`src/rtl/common_pkg.sv`:
```
// Shared helpers for FIFO blocks: ceil-log2 sizing and the decoded read mode.
package common_pkg;

  typedef enum logic {
    FIFO_SHOW_AHEAD,
    FIFO_REGISTERED
  } fifo_mode_e;

  // Bits needed to index 'value' distinct states; never less than 1.
  function automatic int clogb2_f(input int value);
    int r;
    r = 0;
    while ((1 << r) < value) r++;
    return (r < 1) ? 1 : r;
  endfunction

endpackage

```
`src/rtl/fifo_mem_sdp.sv`:
```
// Simple dual-port storage: synchronous write, async (show-ahead) or registered read.
module fifo_mem_sdp
  import common_pkg::*;
#(
  parameter int         DW    = 32,
  parameter int         DEPTH = 32,
  parameter fifo_mode_e MODE  = FIFO_REGISTERED,
  localparam int        AW    = clogb2_f(DEPTH)
) (
  input  logic          clk_i,
  input  logic          srst_ni,
  input  logic          we_i,
  input  logic [AW-1:0] waddr_i,
  input  logic [DW-1:0] wdata_i,
  input  logic          re_i,
  input  logic [AW-1:0] raddr_i,
  output logic [DW-1:0] rdata_o
);

  logic [DW-1:0] r_mem [DEPTH];

  always_ff @(posedge clk_i) begin
    if (we_i) r_mem[waddr_i] <= wdata_i;
  end

  if (MODE == FIFO_SHOW_AHEAD) begin : g_async_rd
    logic w_unused_ok;
    assign w_unused_ok = ^{re_i, srst_ni};
    assign rdata_o     = r_mem[raddr_i];
  end else begin : g_reg_rd
    logic [DW-1:0] r_rdata;
    // Read-before-write: a full-FIFO pop+push on the same slot returns the old word.
    always_ff @(posedge clk_i) begin
      if (!srst_ni)  r_rdata <= '0;
      else if (re_i) r_rdata <= r_mem[raddr_i];
    end
    assign rdata_o = r_rdata;
  end

endmodule

```
`src/rtl/fifo_sync_prog.sv`:
```
// Single-clock FIFO with programmable almost thresholds, flush and sticky error flags.
module fifo_sync_prog
  import common_pkg::*;
#(
  parameter int    DEPTH      = 32,
  parameter int    DW         = 32,
  parameter string SHOW_AHEAD = "OFF",
  localparam int   CW         = clogb2_f(DEPTH + 1)
) (
  input  logic          clk_i,
  input  logic          srst_ni,
  input  logic          valid_i,
  input  logic [DW-1:0] data_i,
  input  logic          req_i,
  output logic [DW-1:0] data_o,
  output logic          valid_o,
  input  logic          flush_i,
  input  logic          clr_err_i,
  input  logic [CW-1:0] afull_thr_i,
  input  logic [CW-1:0] aempty_thr_i,
  output logic [CW-1:0] count_o,
  output logic          full_o,
  output logic          empty_o,
  output logic          almost_full_o,
  output logic          almost_empty_o,
  output logic          overflow_o,
  output logic          underflow_o
);

  localparam fifo_mode_e    MODE     = (SHOW_AHEAD == "ON") ? FIFO_SHOW_AHEAD : FIFO_REGISTERED;
  localparam int            AW       = clogb2_f(DEPTH);
  localparam logic [AW-1:0] LAST     = AW'(DEPTH - 1);
  localparam logic [CW-1:0] FULL_CNT = CW'(DEPTH);

  if (SHOW_AHEAD != "ON" && SHOW_AHEAD != "OFF") begin : g_bad_mode
    $error("fifo_sync_prog: SHOW_AHEAD must be \"ON\" or \"OFF\"");
  end
  if (DEPTH < 2) begin : g_bad_depth
    $error("fifo_sync_prog: DEPTH must be >= 2");
  end

  logic [AW-1:0] r_wr_ptr, r_rd_ptr;
  logic [CW-1:0] r_count;
  logic          r_ovf, r_udf;
  logic          w_full, w_empty, w_rd_acc, w_wr_acc, w_wr_en, w_rd_en;
  logic          w_ovf_evt, w_udf_evt;

  assign w_full   = (r_count == FULL_CNT);
  assign w_empty  = (r_count == '0);
  assign w_rd_acc = req_i && !w_empty;
  assign w_wr_acc = valid_i && (!w_full || w_rd_acc);
  // Flush swallows the same-cycle requests without touching memory or flags.
  assign w_wr_en   = w_wr_acc && !flush_i;
  assign w_rd_en   = w_rd_acc && !flush_i;
  assign w_ovf_evt = valid_i && !w_wr_acc && !flush_i;
  assign w_udf_evt = req_i && w_empty && !flush_i;

  always_ff @(posedge clk_i) begin
    if (!srst_ni || flush_i) begin
      r_wr_ptr <= '0;
      r_rd_ptr <= '0;
      r_count  <= '0;
    end else begin
      if (w_wr_acc) r_wr_ptr <= (r_wr_ptr == LAST) ? '0 : r_wr_ptr + 1'b1;
      if (w_rd_acc) r_rd_ptr <= (r_rd_ptr == LAST) ? '0 : r_rd_ptr + 1'b1;
      if (w_wr_acc && !w_rd_acc)      r_count <= r_count + 1'b1;
      else if (w_rd_acc && !w_wr_acc) r_count <= r_count - 1'b1;
    end
  end

  // A new error event wins over a same-cycle clear.
  always_ff @(posedge clk_i) begin
    if (!srst_ni) begin
      r_ovf <= 1'b0;
      r_udf <= 1'b0;
    end else begin
      if (w_ovf_evt)      r_ovf <= 1'b1;
      else if (clr_err_i) r_ovf <= 1'b0;
      if (w_udf_evt)      r_udf <= 1'b1;
      else if (clr_err_i) r_udf <= 1'b0;
    end
  end

  fifo_mem_sdp #(.DW(DW), .DEPTH(DEPTH), .MODE(MODE)) u_mem (
    .clk_i   (clk_i),
    .srst_ni (srst_ni),
    .we_i    (w_wr_en),
    .waddr_i (r_wr_ptr),
    .wdata_i (data_i),
    .re_i    (w_rd_en),
    .raddr_i (r_rd_ptr),
    .rdata_o (data_o)
  );

  if (MODE == FIFO_SHOW_AHEAD) begin : g_valid_sa
    assign valid_o = !w_empty;
  end else begin : g_valid_reg
    logic r_valid;
    always_ff @(posedge clk_i) begin
      if (!srst_ni) r_valid <= 1'b0;
      else          r_valid <= w_rd_en;
    end
    assign valid_o = r_valid;
  end

  assign count_o        = r_count;
  assign full_o         = w_full;
  assign empty_o        = w_empty;
  assign almost_full_o  = (r_count >= afull_thr_i);
  assign almost_empty_o = (r_count <= aempty_thr_i);
  assign overflow_o     = r_ovf;
  assign underflow_o    = r_udf;

endmodule

```
`config.mk`:
```
export PLATFORM = sky130hd
export DESIGN_NAME = fifo_sync_prog
export DESIGN_NICKNAME = d
export VERILOG_FILES = /design/src/rtl/common_pkg.sv /design/src/rtl/fifo_mem_sdp.sv /design/src/rtl/fifo_sync_prog.sv
export SDC_FILE = /design/constraint.sdc
export NUM_CORES = 1
export LEC_CHECK = 0
export CAP_MARGIN = 10
export CELL_PAD_IN_SITES_DETAIL_PLACEMENT = 2
export CELL_PAD_IN_SITES_GLOBAL_PLACEMENT = 2
export CORE_UTILIZATION = 50
export DETAILED_ROUTE_END_ITERATION = 10
export MAX_ROUTING_LAYER = met4
export PLACE_DENSITY_LB_ADDON = 0.1
export SYNTH_ARGS = -nofsm -noshare
export SYNTH_HDL_FRONTEND = slang
export SYNTH_SLANG_ARGS = --single-unit
```
`constraint.sdc`:
```
create_clock -name clk_i -period 4.1 [get_ports clk_i]
set_clock_uncertainty 0.05 [all_clocks]
set_input_delay 0.82 -clock clk_i [delete_from_list [all_inputs] [get_ports clk_i]]
set_output_delay 0.82 -clock clk_i [all_outputs]
set_load 0.02 [all_outputs]
```
==> results.md <==
* 1075 — post-synthesis sequential element count
* in -> out — crit path kind
* edfxtp_1 — Synth Flop Type
* 0 — Remaining DRCs
* 0% — fraction of registers with async set/reset
* 0 — total number of yosys warnings
* 0 — Setup Fix Bufs, Post-CTS
* 0 — number of failing setup endpoints in the final timing report
* 6.77 — mean number of vias per cell
* 0 — final hold violations
* 77.1% — post-synthesis sequential area ratio
* primary output — Worst Setup End Kind
* 76800 um — detailed placer's ending HPWL
* 0 — count of hold-fix buffers inserted at cts
* edfxtp_1 — cell taking the most area after synthesis
* 2 — maximum net fanout on the critical path
* 23.9k — via count of the first global-routing pass
* 35.8% — global-route usage over all layers
* 1935 — Synth Net Count
* 289 um — die extent in x
* 3.01 ns — WP data arrival
* 518 nW/um^2 — Power Density
* 29.9% — share of final-layout standard cells stronger than drive strength 1
* yes — TritonCTS clock tree
* 0.807% — adder and majority cell fraction of the synthesized area
* 74.6% — area fraction of the dominant cell type after synthesis
* buffers and inverters — cell type group with the largest total delay on the critical path
* 2154 — layout net count
* 15.7% — proportion of synthesized area in mux cells
* 1075 — Clock Sink Count
* 0 — total congestion overflow after global routing
* 94 — number of port buffers
* clkdlybuf4s50_1 — critical path's slowest cell
* 21.9k — total via count after detailed routing
* 43.7 um — detailed-route wire length per cell
* 3.37% — Synth Area in Compound Gates
* 0.219 ns — worst setup slack after layout
* 81100 um^2 — area inside the core boundary
* 43 — pin count of the biggest net entering global routing
* 0 ns — total negative setup slack
* 50 — count of unique library cells instantiated by Yosys
* 95 — count of boundary I/O pins
* 0 — max-slew violation count
* 3.23 ns — required time of the critical path
* edfxtp_1 75%, mux4_2 14%, dfxtp_1 2.5% — cell types occupying the most area after synthesis
* 50.9% — Starting Density
* 3.88 ns — post-layout min period
* clkbuf_16 — CTS root buf
* 196000 um — global-route wire length before repair
* 0.0425% — xor and xnor fraction of the mapped netlist area
* 1.62% — Synth Area in Simple Gates
* 0.218 ns — worst-case setup slack after placement
* reg -> reg — path class of the lowest-slack min-delay path
* 3 — buffers and inverters on the worst path
* 0.60 ns — CP peak stage delay
* 41200 um^2 — post-synth design cell area
* 2597 — violation count after the first detailed-route iteration
* finished clean — status
* 289 um — die height
* 9 — number of cells on the critical path
* 142000 um — Post-Route WL
* 59.5% — final standard cell utilization of the core
* 31800 um^2 — total area of sequential cells
* 0.06 ns — clock transition at the registers of the reported paths
* 258 MHz — Fmax achieved
* 3 — antenna violations before repair
* 3 — number of buffers on the longest clock path
* 48300 um^2 — total non-filler cell area in the finished layout
* multiplexers — main combinational cell family by area after synthesis
* 9150 um^2 — Multi-input gate area
* 3 — CTS H-tree lvls
* 17.1% — post-synthesis to final-layout area growth
* 94.7% — fraction of the cycle the final worst path needs
* 6244 — number of fill cells
* 15.5% — Slew Limit Headroom
* 44400 um^2 — placed standard-cell area
* 5 — router iterations before antenna repair
* 0 — maxcap violations
* 0 — number of routed nets with antenna violations
* 0.69 ns — clock latency at the later pin of the worst-skew pair
* 14.8 nW — leakage power
* 10 — number of cells on the worst reg-to-reg path
* 22.2 um^2 — Synth Area per Inst
* false — unrepaired setup endpoints after global routing
* 0 — Post-CTS Resized
* 1024 — number of synthesized flops with an enable pin
* input pin — kind of launch point of the worst setup path
* 111 — Inserted Clock Buffers
* 476 uV — VDD IR-drop max
* 83600 um^2 — area of the die
* 1859 — post-synthesis cell count
* clkdlybuf4s50_1, inv_1, ha_1, nor2b_1, o21a_1, o21a_1, o21ai_0, a21o_1, clkdlybuf4s50_1 — worst path cell trace
* 1 — worst hold path stage count
* 104 — standard-cell rows
* 1.26 ns — Worst-Margin Slew
* 0.777 — weighted congestion reported at the end of routability-driven placement
-- cell usage after synthesis (2+ instances only) --
library cell     n
buf_2           29
buf_4           11
o21a_1           3
or2_2            2
nor3_1           4
ha_1            25
clkbuf_1        48
nand2b_1         3
nand3b_1         4
mux4_2         256
buf_6            7
a21oi_1         13
inv_1           19
nand4_1          2
mux2_2          32
or3b_2           3
nor2_1          84
nor2b_1          4
a221oi_1         2
o22ai_1         65
edfxtp_1      1024
a21o_1           4
a221oi_2        30
mux2i_1         35
a32o_1           2
nand2_1         21
o21ai_0         10
buf_1            5
and3_1           2
a31oi_1          3
nand3_1          7
dfxtp_1         51
o31ai_1         32
-- power breakdown --
| part | internal (mW) | leakage (nW) | switching, mW |
|---|---|---|---|
| Clock | 6.13 | 1.83 | 4.62 |
| Combinational | 0.867 | 3.38 | 1.13 |
| Sequential | 12.1 | 9.63 | 0.140 |
| Total | 19.1 | 14.8 | 5.89 |
-- logic make-up after synthesis --
group	after synthesis
buffers and inverters	119
XOR/XNOR	2
multiplexers	323
flip-flops	1075
adder cells (fa/ha/maj)	26
AND/OR/NAND/NOR	144
AO/OA/AOI/OAI	170
-- cell usage in the layout (no fill, tap or decap), drive strengths merged, types with 2 or more instances in the layout --
| cell | instances |
|---|---|
| a21o | 4 |
| a21oi | 13 |
| a221oi | 32 |
| a31oi | 3 |
| a32o | 2 |
| and3 | 2 |
| buf | 114 |
| bufinv | 15 |
| clkbuf | 151 |
| clkdlybuf4s50 | 92 |
| clkinv | 39 |
| clkinvlp | 3 |
| dfxtp | 51 |
| diode | 4 |
| edfxtp | 1024 |
| ha | 25 |
| inv | 22 |
| mux2 | 32 |
| mux2i | 35 |
| mux4 | 256 |
| nand2 | 21 |
| nand2b | 3 |
| nand3 | 7 |
| nand3b | 4 |
| nand4 | 2 |
| nor2 | 85 |
| nor2b | 4 |
| nor3 | 4 |
| o21a | 4 |
| o21ai | 11 |
| o22ai | 65 |
| o31ai | 33 |
| or2 | 2 |
| or3b | 3 |
| or4 | 2 |
| or4b | 2 |
-- worst paths after layout --
kind                                    to  slack [ns]                     start
hold reg to reg   underflow_o$_SDFFE_PN0P_        0.43  underflow_o$_SDFFE_PN0P_
hold / removal    underflow_o$_SDFFE_PN0P_        0.43  underflow_o$_SDFFE_PN0P_
setup / recovery            almost_empty_o        0.22           aempty_thr_i[1]
setup reg to reg   count_o[4]$_SDFFE_PP0P_        0.42   count_o[5]$_SDFFE_PP0P_
-- metal layers --
| layer | share of wire, % | up-vias | routed length (um) | track usage [%] |
|---|---|---|---|---|
| met4 | 3.8 | 0 | 5350 | 12.8 |
| met3 | 6.3 | 297 | 8870 | 5.10 |
| met2 | 51 | 1143 | 72500 | 59.4 |
| li1 | - | 8333 | - | - |
| met1 | 39 | 12100 | 54800 | 45.5 |
| met5 | 0 | - | 0 | - |
-- stage by stage --
step	cells	hold slack, ns	total power, mW
final	3240	0.426	25.0
after global placement	3019	0.406	14.3
after CTS	3230	0.428	25.1
after floorplan	1859	0.443	13.6
after detailed placement	3019	0.447	14.4
after global routing	3238	0.451	25.5
-- registers in the layout, indices dropped and copies added (netlist names) --
name	flops
r_rd_ptr	5
r_wr_ptr	5
underflow_o	1
count_o	6
valid_o	1
u_mem.rdata_o	32
u_mem.r_mem	1024
overflow_o	1
-- cell type report --
type	instances	share of cell area [%]
Tap cell	1060	2.75
Timing Repair Buffer	206	4.51
Inverter	19	0.148
Sequential cell	1075	65.9
Antenna cell	4	0.0207
Clock inverter	60	1.52
Clock buffer	151	6.26
Multi-Input combinational cell	665	18.9
No activity file was read; power rests on OpenSTA's default activity.
